--- config.mk ---
export PLATFORM = sky130hd
export DESIGN_NAME = mbinit_sb_handshake_flat
export DESIGN_NICKNAME = d
export VERILOG_FILES = /design/src/rtl/mbinit_sb_handshake_if.sv /design/src/rtl/mbinit_sb_handshake.sv /design/src/flat_wrapper.sv
export SDC_FILE = /design/constraint.sdc
export NUM_CORES = 1
export LEC_CHECK = 0
export ABC_AREA = 1
export BUFFER_PORTS_ARGS = -buffer_cell sky130_fd_sc_hd__buf_4
export CAP_MARGIN = 20
export CELL_PAD_IN_SITES_DETAIL_PLACEMENT = 1
export CELL_PAD_IN_SITES_GLOBAL_PLACEMENT = 1
export CORE_MARGIN = 8
export CORE_UTILIZATION = 32
export CTS_CLUSTER_DIAMETER = 150
export DETAILED_ROUTE_END_ITERATION = 10
export HOLD_SLACK_MARGIN = 0.03
export PLACE_DENSITY_LB_ADDON = 0.1
export SLEW_MARGIN = 20
export SYNTH_ARGS = -nofsm -noshare
export SYNTH_HDL_FRONTEND = slang
export SYNTH_SLANG_ARGS = --single-unit
--- constraint.sdc ---
create_clock -name CLK -period 1.1 [get_ports CLK]
set_clock_uncertainty 0.2 [all_clocks]
set_input_delay 0 -clock CLK [delete_from_list [all_inputs] [get_ports CLK]]
set_output_delay 0 -clock CLK [all_outputs]
set_load 0.01 [all_outputs]
--- src/rtl/mbinit_sb_handshake_if.sv ---
// Sideband handshake bundle between an MBINIT substate engine and the sideband TX/RX logic.
// The engine itself uses the slave view; the stimulus/sideband side uses the master view.
interface mbinit_sb_handshake_if #(
   parameter int MSG_W = 4
);
   logic             i_start;
   logic [MSG_W-1:0] i_RX_SbMessage;
   logic             i_msg_valid;
   logic             i_falling_edge_busy;
   logic [MSG_W-1:0] o_TX_SbMessage;
   logic             o_tx_valid;
   logic             o_end;
   logic             o_timeout;

   modport master (
      output i_start, i_RX_SbMessage, i_msg_valid, i_falling_edge_busy,
      input  o_TX_SbMessage, o_tx_valid, o_end, o_timeout
   );

   modport slave (
      input  i_start, i_RX_SbMessage, i_msg_valid, i_falling_edge_busy,
      output o_TX_SbMessage, o_tx_valid, o_end, o_timeout
   );
endinterface

--- src/rtl/mbinit_sb_handshake.sv ---
// MBINIT sideband handshake: concurrent initiator (REQ->RSP) and responder (REQ->RSP) exchanges
// sharing one TX port, responder first. Optional watchdog enabled by MBINIT_SB_WATCHDOG_EN.
module mbinit_sb_handshake #(
   parameter int               MSG_W       = 4,
   parameter logic [MSG_W-1:0] REQ_CODE    = MSG_W'(1),
   parameter logic [MSG_W-1:0] RSP_CODE    = MSG_W'(2),
   parameter int               TIMEOUT_CYC = 4096
) (
   input logic                  CLK,
   input logic                  rst,
   mbinit_sb_handshake_if.slave sb
);

   if (TIMEOUT_CYC < 2) begin : g_timeout_range_chk
      $error("TIMEOUT_CYC must be at least 2");
   end

   typedef enum logic [2:0] {I_IDLE, I_SEND, I_WAIT_BUSY, I_WAIT_RSP, I_DONE} init_state_t;
   typedef enum logic [2:0] {R_IDLE, R_WAIT_REQ, R_SEND, R_WAIT_BUSY, R_DONE} resp_state_t;
   typedef enum logic [1:0] {OWN_NONE, OWN_INIT, OWN_RESP} owner_t;

   init_state_t      init_state, init_state_nxt;
   resp_state_t      resp_state, resp_state_nxt;
   owner_t           owner, owner_nxt;
   logic             rsp_pend, rsp_pend_nxt;
   logic             tx_valid_q, tx_valid_nxt;
   logic [MSG_W-1:0] tx_msg_q, tx_msg_nxt;
   logic             end_q, end_nxt;
   logic             timeout_q;
   logic             wd_fire;
   logic             park;
   logic             req_hit, rsp_hit, busy_drop;
   logic             grant_resp, grant_init;

   assign req_hit   = sb.i_msg_valid && (sb.i_RX_SbMessage == REQ_CODE);
   assign rsp_hit   = sb.i_msg_valid && (sb.i_RX_SbMessage == RSP_CODE);
   assign busy_drop = sb.i_falling_edge_busy && (owner != OWN_NONE);

   // Responder owns the port whenever it is ready and the port is free.
   assign grant_resp = (resp_state == R_SEND) && (owner == OWN_NONE);
   assign grant_init = (init_state == I_SEND) && (owner == OWN_NONE) && !grant_resp;

   assign park = !sb.i_start || timeout_q || wd_fire;

`ifdef MBINIT_SB_WATCHDOG_EN
   localparam int WD_W = $clog2(TIMEOUT_CYC + 1);
   logic [WD_W-1:0] wd_cnt;

   assign wd_fire = sb.i_start && !timeout_q && !end_q && (wd_cnt == WD_W'(TIMEOUT_CYC - 1));

   always_ff @(posedge CLK) begin
      if (rst || !sb.i_start) begin
         wd_cnt    <= '0;
         timeout_q <= 1'b0;
      end else begin
         if (!end_q && (wd_cnt != WD_W'(TIMEOUT_CYC))) wd_cnt <= wd_cnt + 1'b1;
         if (wd_fire) timeout_q <= 1'b1;
      end
   end
`else
   assign wd_fire   = 1'b0;
   assign timeout_q = 1'b0;
`endif

   always_comb begin
      init_state_nxt = init_state;
      resp_state_nxt = resp_state;
      owner_nxt      = owner;
      rsp_pend_nxt   = rsp_pend;
      tx_valid_nxt   = 1'b0;
      tx_msg_nxt     = '0;
      end_nxt        = (init_state == I_DONE) && (resp_state == R_DONE);

      if (park) begin
         init_state_nxt = I_IDLE;
         resp_state_nxt = R_IDLE;
         owner_nxt      = OWN_NONE;
         rsp_pend_nxt   = 1'b0;
         end_nxt        = 1'b0;
      end else begin
         unique case (init_state)
            I_IDLE:      init_state_nxt = I_SEND;
            I_SEND: begin
               if (rsp_hit) rsp_pend_nxt = 1'b1;
               if (grant_init) init_state_nxt = I_WAIT_BUSY;
            end
            I_WAIT_BUSY: begin
               if (rsp_hit) rsp_pend_nxt = 1'b1;
               if (busy_drop && (owner == OWN_INIT)) init_state_nxt = I_WAIT_RSP;
            end
            I_WAIT_RSP: begin
               if (rsp_hit || rsp_pend) begin
                  init_state_nxt = I_DONE;
                  rsp_pend_nxt   = 1'b0;
               end
            end
            I_DONE:      init_state_nxt = I_DONE;
            default:     init_state_nxt = I_IDLE;
         endcase

         // A REQ seen together with start is consumed immediately rather than lost.
         unique case (resp_state)
            R_IDLE:      resp_state_nxt = req_hit ? R_SEND : R_WAIT_REQ;
            R_WAIT_REQ:  if (req_hit) resp_state_nxt = R_SEND;
            R_SEND:      if (grant_resp) resp_state_nxt = R_WAIT_BUSY;
            R_WAIT_BUSY: if (busy_drop && (owner == OWN_RESP)) resp_state_nxt = R_DONE;
            R_DONE:      resp_state_nxt = R_DONE;
            default:     resp_state_nxt = R_IDLE;
         endcase

         if (grant_resp) begin
            tx_valid_nxt = 1'b1;
            tx_msg_nxt   = RSP_CODE;
            owner_nxt    = OWN_RESP;
         end else if (grant_init) begin
            tx_valid_nxt = 1'b1;
            tx_msg_nxt   = REQ_CODE;
            owner_nxt    = OWN_INIT;
         end else if (busy_drop) begin
            owner_nxt    = OWN_NONE;
         end
      end
   end

   always_ff @(posedge CLK) begin
      if (rst) begin
         init_state <= I_IDLE;
         resp_state <= R_IDLE;
         owner      <= OWN_NONE;
         rsp_pend   <= 1'b0;
         tx_valid_q <= 1'b0;
         tx_msg_q   <= '0;
         end_q      <= 1'b0;
      end else begin
         init_state <= init_state_nxt;
         resp_state <= resp_state_nxt;
         owner      <= owner_nxt;
         rsp_pend   <= rsp_pend_nxt;
         tx_valid_q <= tx_valid_nxt;
         tx_msg_q   <= tx_msg_nxt;
         end_q      <= end_nxt;
      end
   end

   assign sb.o_tx_valid     = tx_valid_q;
   assign sb.o_TX_SbMessage = tx_msg_q;
   assign sb.o_end          = end_q;
   assign sb.o_timeout      = timeout_q;

endmodule

--- src/flat_wrapper.sv ---
// flat-port wrapper written by rule: the top's interface ports become plain ports
module mbinit_sb_handshake_flat 
#(
   parameter int               MSG_W       = 4,
   parameter logic [MSG_W-1:0] REQ_CODE    = MSG_W'(1),
   parameter logic [MSG_W-1:0] RSP_CODE    = MSG_W'(2),
   parameter int               TIMEOUT_CYC = 4096
)
  (CLK, rst, sb_i_start, sb_i_RX_SbMessage, sb_i_msg_valid, sb_i_falling_edge_busy, sb_o_TX_SbMessage, sb_o_tx_valid, sb_o_end, sb_o_timeout);
  mbinit_sb_handshake_if #(.MSG_W(MSG_W)) sb_i ();
  input logic CLK;
  input logic rst;
  input wire logic [$bits(sb_i.i_start)-1:0] sb_i_start;
  input wire logic [$bits(sb_i.i_RX_SbMessage)-1:0] sb_i_RX_SbMessage;
  input wire logic [$bits(sb_i.i_msg_valid)-1:0] sb_i_msg_valid;
  input wire logic [$bits(sb_i.i_falling_edge_busy)-1:0] sb_i_falling_edge_busy;
  output wire logic [$bits(sb_i.o_TX_SbMessage)-1:0] sb_o_TX_SbMessage;
  output wire logic [$bits(sb_i.o_tx_valid)-1:0] sb_o_tx_valid;
  output wire logic [$bits(sb_i.o_end)-1:0] sb_o_end;
  output wire logic [$bits(sb_i.o_timeout)-1:0] sb_o_timeout;
  assign sb_i.i_start = sb_i_start;
  assign sb_i.i_RX_SbMessage = sb_i_RX_SbMessage;
  assign sb_i.i_msg_valid = sb_i_msg_valid;
  assign sb_i.i_falling_edge_busy = sb_i_falling_edge_busy;
  assign sb_o_TX_SbMessage = sb_i.o_TX_SbMessage;
  assign sb_o_tx_valid = sb_i.o_tx_valid;
  assign sb_o_end = sb_i.o_end;
  assign sb_o_timeout = sb_i.o_timeout;
  mbinit_sb_handshake #(.MSG_W(MSG_W), .REQ_CODE(REQ_CODE), .RSP_CODE(RSP_CODE), .TIMEOUT_CYC(TIMEOUT_CYC)) u_core (.CLK(CLK), .rst(rst), .sb(sb_i));
endmodule
=== After elaboration in Yosys (flattened, before gate mapping) ===
Cells that the tools add are included.
W data, S select, Z words.

* Output and inout bits: 7
* Word-level logic and storage cells: 72
* Input bits: 9
* Register bits after elaboration: 15

* Reduce and logical (&&, ||, !) cells: 24
* Mux-type cells: 19
* Bitwise gates (word level): 1
* Equal/unequal tests: 19

{| class="wikitable"
|+ Operator list
! kind !! number
|-
| $pmux W3 S5 || 2
|-
| $mux W3 || 6
|-
| $ne A2 B1 Y1 const B || 7
|-
| $eq A3 B2 Y1 const B || 4
|-
| $mux W2 || 5
|-
| $logic_and A1 B1 Y1 || 9
|-
| $reduce_and A3 Y1 || 3
|-
| $eq A3 B1 Y1 const B || 2
|-
| $eq A3 B3 Y1 const B || 2
|-
| $logic_not A3 Y1 || 2
|-
| $reduce_bool A2 Y1 || 3
|-
| $mux W1 || 5
|-
| $eq A4 B1 Y1 const B || 1
|-
| $eq A4 B2 Y1 const B || 1
|-
| $reduce_or A2 Y1 || 2
|-
| $reduce_bool A3 Y1 || 1
|-
| $reduce_or A3 Y1 || 1
|-
| $eq A2 B1 Y1 const B || 1
|-
| $eq A2 B2 Y1 const B || 1
|-
| $logic_not A2 Y1 || 1
|-
| $pmux W1 S2 || 1
|-
| $logic_not A1 Y1 || 1
|-
| $logic_or A1 B1 Y1 || 1
|-
| $not A1 Y1 || 1
|}

=== Logic depth before layout (Yosys ltp) ===
Gate-level depths: netlist of the first run.

* Depth after elaboration: 6
* Mapped depth: 8
* Gate-level depth less buffers: 8

=== Worst setup path after synthesis of the first run ===
Ideal clock, no wire load.

* Path kind: reg-to-reg
* Start point: reg u_core.resp_state[2]
* End point: reg u_core.resp_state[1]
* Period minus slack after synthesis: 1.181 ns
* Data arrival time: 0.908 ns
* Library setup time: 0.073 ns
* Setup slack: -0.081 ns
* Stages on the path, launching flop included: 9
* Path buffers: 0
* Required time: 0.827 ns
* Cells stage by stage: dfxtp_1 > inv_2 > nand3_1 > inv_1 > nand2_2 > inv_2 > nor2_4 > nand2_1 > a21oi_1

* Word-level cells in the longest chain between the ends: 4
* Elaborated cells between the ends (all ways): 11
* Those cells by class: 7 x eq/ne; 1 x mux; 3 x reduce/logical

{| class="wikitable"
|+ Ends and longest elaborated chain
! element !! line !! text
|-
| start: declaration || mbinit_sb_handshake.sv:23 || <nowiki>resp_state_t resp_state, resp_state_nxt;</nowiki>
|-
| start signal: assignment || mbinit_sb_handshake.sv:136 || <nowiki>resp_state <= resp_state_nxt;</nowiki>
|-
| $eq A3 B2 Y1 || mbinit_sb_handshake.sv:40, mbinit_sb_handshake.sv:102 ||
|-
| $logic_and A1 B1 Y1 || mbinit_sb_handshake.sv:40 || <nowiki>assign grant_resp = (resp_state == R_SEND) && (owner == OWN_NONE);</nowiki>
|-
| $ne A2 B1 Y1 (no line) || -- ||
|-
| $reduce_and A3 Y1 (no line) || -- ||
|}

Several ways; a longest one is shown, not always the timed one.
A chain may end at the register's enable or synchronous reset.

=== Worst setup path after layout of the first run ===
* Start point: reg u_core.resp_state[0]
* End point: reg u_core.resp_state[0]

The elaborated chain is that of the path after synthesis.

==> impl_metrics.yaml, run 1 <==
status:
  status: "complete, but fails checks"
  violations: "negative hold slack, negative setup slack"
worst_setup_path:
  crit_required_ps: 1060
  reg2reg_depth: 8
  cp-start-kind: "flip-flop"
  r2r_end: "u_core.resp_state[0]$_SDFFE_PP0P_"
  endpoint_kind: "flip-flop"
  critPathKind: "flip-flop to flip-flop"
  r2r_slack_ps: -190
  arrival_ps: 1250
  crit_fanout: 5
  r2r_start: "u_core.resp_state[0]$_SDFFE_PP0P_"
routing:
  drt-initial-drc-count: 25
  wl_um: 2040
  drtPass1Iterations: 4
  vias: 761
  via_per_inst: 4.56
  drcViolationCount: 0
  antenna_left: 0
  wl_per_cell_um: 12.2
cts:
  tritoncts: "done"
  clockBufferDepth: 2
  cts_made_buffers: 3
  clk_pin_slew_worst_paths_ps: 90
  cts-root-buf: "clkbuf_4"
  clock_latency_ps: 270
  clock_sinks: 13
  holdBufCountCts: 2
  h-tree-depth: 1
placement:
  post-place-cells: 159
  io_buffers: 12
  dp.final_hpwl_um: 1600
  gp_congestion: 0.855
timing:
  maxSlewViolCount: 0
  setup_violations: 12
  fmax_mhz: 777
  min_period_over_period_pct: 117
  fin_crit_ps: 1290
  hold_viol_final: 10
  rsz0062_at_grt: "yes"
  hold_slack_ps: -61.8
  setup_slack_ps: -187
power:
  comb_power_share_pct: 21.9
  switchingPower_mw: 0.297
  total_power_mw: 1.02
  sw_frac_of_total_pct: 29.0
  power_frac_seq_pct: 49.2
  p_per_area_nw_per_um2: 957
  ir_drop_uv: 559
  p_leak_nw: 0.511
  pwr-share-clk_pct: 29.0
  p_int_mw: 0.727
yosys:
  netlist_top_cells_area: "dfxtp_1 (36%), nand2_1 (12%), nand3_1 (9.6%)"
  synth_cell_types: 19
  synth_area_sq_um: 729
  ys_top_cells_by_count: "nand2_1 (23), inv_1 (14), nand3_1 (14)"
  synth_ff_type: "dfxtp_1"
  synth_edf_count: 0
  ys_warn_count: 0
  synth_cells: 110
  synthArstFlopShare_pct: 0
  yosys_register_bits: 13
  yosysTopAreaCell: "dfxtp_1"
  yosys.cell_count.top_type: "nand2_1"
  seq_area_frac_synth_pct: 35.7
  synth_top_area_share_pct: 35.7
  synth.avg_cell_area_sq_um: 6.63
min_path:
  min_path_cells: 5
  hold_path.startpoint: "rst"
  hold_path_end: "u_core.init_state[2]$_SDFFE_PP0P_"
  hp-class: "input port to flip-flop"
finish:
  diodes: 0
  fin_cells: 167
  seq_area_sq_um: 278
  fillCellCount: 297
  drive_gt1_share_pct: 49.6
  nets: 149
  multi_input_area_sq_um: 453
  synthToLayoutAreaGrowth_pct: 46.7
floorplanning:
  io_pins: 16
  die_h_um: 63.7
  die_area_sq_um: 4060
  rows: 17
  start_util_pct: 33.3
  core-area_sq_um: 2190
  die_w_um: 63.7
grt:
  grt_max_degree: 11
  antenna_found_initial: 0
  overflow: 0
  grt_first_pass_wirelength_um: 3410
  grt_use_total_pct: 10.3
  grt_pass1_vias: 823
job:
  drv_cap: 0
critical path: stages (launching register included):
cell,delay [ps]
dfxtp_4,370
inv_4,60
nand2_4,40
nor2_4,180
nand2_4,80
nand2_4,80
nor2_4,50
nand2_1,80
a21oi_2,50
registers in the layout, summed over array words and instances, names as in the netlist:
signal and cells:
u_core.init_state 3, u_core.rsp_pend 1, u_core.sb.o_tx_valid 1, u_core.sb.o_TX_SbMessage 2
u_core.sb.o_end 1, u_core.resp_state 3, u_core.owner 2
cell type report:
| type | count | area share (%) |
|---|---|---|
| clock buffers | 4 | 2.46 |
| repair buffers | 26 | 18.7 |
| well taps | 28 | 3.27 |
| multi-input cells | 76 | 42.3 |
| inverters | 20 | 7.25 |
| flip-flops and latches | 13 | 26.0 |
how the worst max path moves through the flow:
stage	endpoint	start	slack (ps)
2_1_floorplan	u_core.resp_state[1]$_SDFFE_PP0P_	u_core.resp_state[0]$_SDFFE_PP0P_	-50
3_5_place_dp	u_core.owner[0]$_SDFFE_PP0P_	u_core.resp_state[0]$_SDFFE_PP0P_	-160
3_3_place_gp	u_core.owner[0]$_SDFFE_PP0P_	u_core.resp_state[0]$_SDFFE_PP0P_	-140
4_1_cts	u_core.resp_state[0]$_SDFFE_PP0P_	u_core.resp_state[0]$_SDFFE_PP0P_	-170
5_1_grt	u_core.resp_state[0]$_SDFFE_PP0P_	u_core.resp_state[0]$_SDFFE_PP0P_	-270
6_report	u_core.resp_state[0]$_SDFFE_PP0P_	u_core.resp_state[0]$_SDFFE_PP0P_	-190
cells in the final DEF (no fill, tap or decap):
cell,synthesis,routed
a21oi_1,7,4
a21oi_2,0,3
buf_4,3,24
clkbuf_1,0,1
clkbuf_4,0,3
clkinv_1,1,1
conb_1,1,3
dfxtp_1,13,7
dfxtp_2,0,2
dfxtp_4,0,4
dlygate4sd3_1,0,2
inv_1,14,11
inv_2,5,7
inv_4,0,1
nand2_1,23,18
nand2_2,3,7
nand2_4,2,3
nand3_1,14,9
nand3_2,0,5
nand4_1,2,2
nor2_1,12,9
nor2_2,1,3
nor2_4,3,4
nor3_1,3,2
nor3_2,0,1
o21ai_0,1,1
o21bai_2,1,1
or2_4,0,1
cell families (layout without fill, tap and decap cells):
logic type             count (synthesis)  count (layout)  synth area share (%)
other                                  1               3                 0.514
AND/OR/NAND/NOR                       64              64                  43.4
buffers and inverters                 23              50                  13.4
AO/OA/AOI/OAI                          9               9                  7.03
flip-flops                            13              13                  35.7
per-stage QoR:
| stage | cell area (sq um) | util [%] | TNS (ps) | worst slack [ps] |
|---|---|---|---|---|
| floorplan | 753 | - | -265 | -53.8 |
| global placement | 931 | 42.5 | -1240 | -142 |
| detailed placement | 931 | 42.5 | -1450 | -163 |
| CTS | 1030 | 47.0 | -1510 | -165 |
| global route | 1070 | 48.8 | -2440 | -268 |
| finish | 1070 | 48.8 | -1480 | -187 |
routing by layer:
metal | track usage (%) | share of wire [%]
met2 | 18.9 | 53
met3 | 3.31 | 3.7
met4 | 4.74 | 0.84
met1 | 10.4 | 42
met5 | 0 | 0
power groups by stage:
| stage | clock network (mW) | registers [mW] | logic, mW |
|---|---|---|---|
| 5_1_grt | 0.321 | 0.507 | 0.248 |
| 2_1_floorplan | 0 | 0.514 | 0.120 |
| 3_5_place_dp | 0 | 0.516 | 0.187 |
| 4_1_cts | 0.310 | 0.504 | 0.210 |
| 3_3_place_gp | 0 | 0.515 | 0.180 |
| 6_report | 0.297 | 0.503 | 0.224 |
timing repair:
| action | in CTS | in global routing |
|---|---|---|
| buffers inserted | 2 | 0 |
| gates resized for setup | 10 | 14 |
| endpoints found under the hold margin | 13 | 10 |
| pin swaps | 3 | 4 |
| setup endpoints to repair | 12 | 13 |
(Power assumes the default switching activity.)
==> run 2, diff against run 1 <==
Settings changed: SKIP_CTS_REPAIR_TIMING set to 1.
==> run 2 against run 1 <==
Net effect: the flow still finishes with violations (negative hold slack, negative setup slack); critical endpoint unchanged; register-to-register slack hardly changed; cell area down 0.82%; clock-buffer cell count is the same; final cell count decreased by 0.60%; combinational power shrank 4%; worst hold slack worse by 38 ps; fmax down 0.44%; sequential power is essentially flat; power is 1.2% lower; die area stayed put.
==> impl_metrics.yaml, run 2 (synthesis gave the netlist of run 1 again) <==
status:
  status: "complete, but fails checks"
  violations: "negative hold slack, negative setup slack"
timing:
  setup_slack_ps: -192
  fin_crit_ps: 1290
  hold_slack_ps: -99.3
  fmax_mhz: 774
  maxSlewViolCount: 0
  rsz0062_at_grt: "yes"
  setup_violations: 12
  fin_tns_setup_ps: -1580
  min_period_over_period_pct: 117
  hold_viol_final: 13
placement:
  gp_congestion: 0.855
  dp.final_hpwl_um: 1600
  io_buffers: 12
  post-place-cells: 159
power:
  switchingPower_mw: 0.293
  p_per_area_nw_per_um2: 953
  p_int_mw: 0.719
  pwr-share-clk_pct: 29.1
  sw_frac_of_total_pct: 28.9
  ir_drop_uv: 461
  comb_power_share_pct: 21.4
  p_leak_nw: 0.506
  power_frac_seq_pct: 49.5
  total_power_mw: 1.01
routing:
  drcViolationCount: 0
  vias: 760
  via_per_inst: 4.58
  drtPass1Iterations: 4
  wl_um: 2040
  antenna_left: 0
  drt-initial-drc-count: 21
  wl_per_cell_um: 12.3
floorplanning:
  die_h_um: 63.7
  start_util_pct: 33.3
  rows: 17
  io_pins: 16
  die_area_sq_um: 4060
  core-area_sq_um: 2190
  die_w_um: 63.7
worst_setup_path:
  critPathKind: "flip-flop to flip-flop"
  crit_required_ps: 1100
  cp-start-kind: "flip-flop"
  crit_fanout: 5
  arrival_ps: 1300
  endpoint_kind: "flip-flop"
cts:
  clock_sinks: 13
  clock_latency_ps: 270
  cts_made_buffers: 3
  cts-root-buf: "clkbuf_4"
  tritoncts: "done"
  clockBufferDepth: 2
  h-tree-depth: 1
  clk_pin_slew_worst_paths_ps: 80
finish:
  final_core_util_pct: 48.4
  nets: 148
  fin_cells: 166
  final_cell_mix: "buf_4 (24), nand2_1 (19), inv_1 (10)"
  diodes: 0
  synthToLayoutAreaGrowth_pct: 45.5
  drive_gt1_share_pct: 50.0
  layout_commonest_cell: "buf_4"
  reg_top3: "u_core.init_state x3, u_core.resp_state x3"
grt:
  grt_first_pass_wirelength_um: 3330
  grt_max_degree: 11
  overflow: 0
  grt_pass1_vias: 790
  antenna_found_initial: 0
  grt_use_total_pct: 10.1
job:
  drv_cap: 0
min_path:
  hp-class: "input port to flip-flop"
==> run 2: changes by cell type in the layout (fill, tap and decap cells not counted), sizes merged <==
cell         before  now
dlygate4sd3       2    1
==> run 2: path summary, 6_finish.rpt <==
kind | from | to | slack, ps | cells past startpoint
max | u_core.resp_state[0]$_SDFFE_PP0P_ | u_core.resp_state[0]$_SDFFE_PP0P_ | -190 | 7
min | rst | u_core.rsp_pend$_SDFFE_PP0P_ | -100 | 5
max reg2reg | u_core.resp_state[0]$_SDFFE_PP0P_ | u_core.resp_state[0]$_SDFFE_PP0P_ | -190 | 7
min reg2reg | u_core.owner[0]$_SDFFE_PP0P_ | u_core.owner[0]$_SDFFE_PP0P_ | 290 | 2
==> run 2: power by group through the flow <==
stage | Combinational [mW] | Sequential (mW) | Clock [mW]
2_1_floorplan | 0.120 | 0.514 | 0
3_3_place_gp | 0.180 | 0.515 | 0
3_5_place_dp | 0.187 | 0.516 | 0
4_1_cts | 0.188 | 0.505 | 0.310
5_1_grt | 0.240 | 0.504 | 0.324
6_report | 0.216 | 0.501 | 0.294
==> run 2: cell type report <==
type | instances | area, sq um
fillers | 295 | 1130
repair buffers | 25 | 190
inverters | 20 | 77.6
well taps | 28 | 35.0
multi-input cells | 76 | 448
flip-flops and latches | 13 | 284
clock buffers | 4 | 26.3
==> run 2: metal layers <==
metal  part of all wire (%)  GRT usage (%)  vias to the layer above
met4                   0.83           4.18                        0
met5                      0              0                        -
met2                     53           18.0                        9
met3                    3.7           3.31                        2
met1                     42           10.6                      356
li1                       -              -                      393
==> run 2: worst max-delay path, cell delays in order, from the launching register on <==
cell     delay (ps)
dfxtp_4         370
inv_4            60
nand2_4          40
nor2_4          180
nand2_4          80
nand3_1          90
nand2_1          70
a21oi_2         130
==> run 2: stage by stage <==
step | instance area, sq um | setup slack, ps
finish | 1060 | -192
global route | 1060 | -275
CTS | 957 | -182
detailed placement | 931 | -163
global placement | 931 | -142
floorplan | 753 | -53.8
==> run 3, diff against run 2 <==
Settings changed: CORE_MARGIN 8 to 5, PLACE_DENSITY set to 0.8, PLACE_DENSITY_LB_ADDON 0.1 to not set.
==> run 3 against run 2 <==
Net effect: the run still ends with negative hold slack, negative setup slack left; power fell by 0.69%; first-iteration DRC count fell by 86%; sequential share of layout area rose by 0.66 points.
==> impl_metrics.yaml, run 3 (synthesis gave the netlist of run 1 again) <==
status:
  status: "complete, but fails checks"
  violations: "negative hold slack, negative setup slack"
finish:
  drive_gt1_share_pct: 42.2
  reg_top3: "u_core.init_state x3, u_core.resp_state x3"
  synthToLayoutAreaGrowth_pct: 37.6
  diodes: 0
  final_cell_mix: "nand2_1 (21), buf_4 (20), nor2_1 (11), inv_1 (11), nand3_1 (10)"
  nets: 145
  post-route-cell-area_sq_um: 1000
  layout_commonest_cell: "nand2_1"
  fin_cells: 163
  fillCellCount: 290
routing:
  drtPass1Iterations: 4
  wl_um: 2000
  via_per_inst: 4.64
  wl_per_cell_um: 12.2
  antenna_left: 0
  drt-initial-drc-count: 3
  vias: 757
  drcViolationCount: 0
timing:
  setup_violations: 12
  hold_viol_final: 10
  fmax_mhz: 755
  min_period_over_period_pct: 120
  hold_slack_ps: -94.7
  fin_crit_ps: 1330
  rsz0062_at_grt: "yes"
  maxSlewViolCount: 0
  setup_slack_ps: -225
grt:
  overflow: 0
  grt_max_degree: 11
  grt_use_total_pct: 11.1
  antenna_found_initial: 0
  grt_first_pass_wirelength_um: 3010
  grt_pass1_vias: 760
placement:
  placed_area_sq_um: 916
  dp.final_hpwl_um: 1450
  gp_congestion: 0.884
  io_buffers: 12
  post-place-cells: 157
power:
  comb_power_share_pct: 20.6
  pwr-share-clk_pct: 29.4
  p_int_mw: 0.717
  switchingPower_mw: 0.287
  p_per_area_nw_per_um2: 1000
  p_leak_nw: 0.484
  power_frac_seq_pct: 50.0
  ir_drop_uv: 550
  sw_frac_of_total_pct: 28.6
job:
  drv_cap: 0
floorplanning:
  die_area_sq_um: 3330
  rows: 17
  core-area_sq_um: 2190
  io_pins: 16
  die_w_um: 57.7
  die_h_um: 57.7
  start_util_pct: 33.3
cts:
  cts-root-buf: "clkbuf_4"
  clk_pin_slew_worst_paths_ps: 80
  clock_sinks: 13
  clock_latency_ps: 270
  clockBufferDepth: 2
  tritoncts: "done"
  cts_made_buffers: 3
  h-tree-depth: 1
worst_setup_path:
  critPathKind: "flip-flop to flip-flop"
  arrival_ps: 1320
  endpoint_kind: "flip-flop"
  crit_fanout: 5
  cp-start-kind: "flip-flop"
  crit_required_ps: 1090
min_path:
  hp-class: "input port to flip-flop"
-- run 3: final cells by class --
type	instances	area [sq um]	area share, %
clock buffer	4	26.3	2.62
multi-input combinational	76	422	42.0
timing repair buffer	22	170	17.0
inverter	20	75.1	7.48
sequential	13	275	27.4
tap	28	35.0	3.49
-- run 3: layer usage --
metal / GRT usage [%] / share of wire, % / vias to the layer above
li1: - / - / 388
met1: 12.2 / 39 / 361
met2: 21.1 / 58 / 6
met3: 2.67 / 2.1 / 2
met4: 2.98 / 0.60 / 0
met5: 0 / 0 / -
-- run 3: power groups by stage --
stage / combinational, mW / sequential [mW] / clock [mW]
after CTS: 0.182 / 0.505 / 0.305
after floorplan: 0.120 / 0.514 / 0
after detailed placement: 0.182 / 0.516 / 0
after global routing: 0.230 / 0.505 / 0.323
final: 0.206 / 0.502 / 0.296
after global placement: 0.175 / 0.514 / 0
-- run 3: worst max-delay path: stages (launching register included) --
cell and delay [ps]:
dfxtp_4 370, inv_2 60, nand2_2 50, nor2_4 190, nand2_4 80, nand3_1 90
nand2_1 70, a21oi_2 140
-- run 3: final timing paths --
| path | from | to | slack [ps] | cells past startpoint |
|---|---|---|---|---|
| setup reg to reg | u_core.resp_state[0]$_SDFFE_PP0P_ | u_core.resp_state[0]$_SDFFE_PP0P_ | -230 | 7 |
| setup / recovery | u_core.resp_state[0]$_SDFFE_PP0P_ | u_core.resp_state[0]$_SDFFE_PP0P_ | -230 | 7 |
| hold reg to reg | u_core.rsp_pend$_SDFFE_PP0P_ | u_core.rsp_pend$_SDFFE_PP0P_ | 330 | 4 |
| hold / removal | rst | u_core.resp_state[1]$_SDFFE_PP0P_ | -90 | 4 |
-- run 3: per-stage QoR --
stage / power, mW / utilization (%) / setup slack (ps) / TNS (ps)
floorplan: 0.633 / - / -53.8 / -265
global route: 1.06 / 45.8 / -286 / -2840
global placement: 0.689 / 41.8 / -161 / -1350
detailed placement: 0.698 / 41.8 / -180 / -1640
CTS: 0.993 / 43.0 / -185 / -1750
finish: 1.00 / 45.8 / -225 / -1820
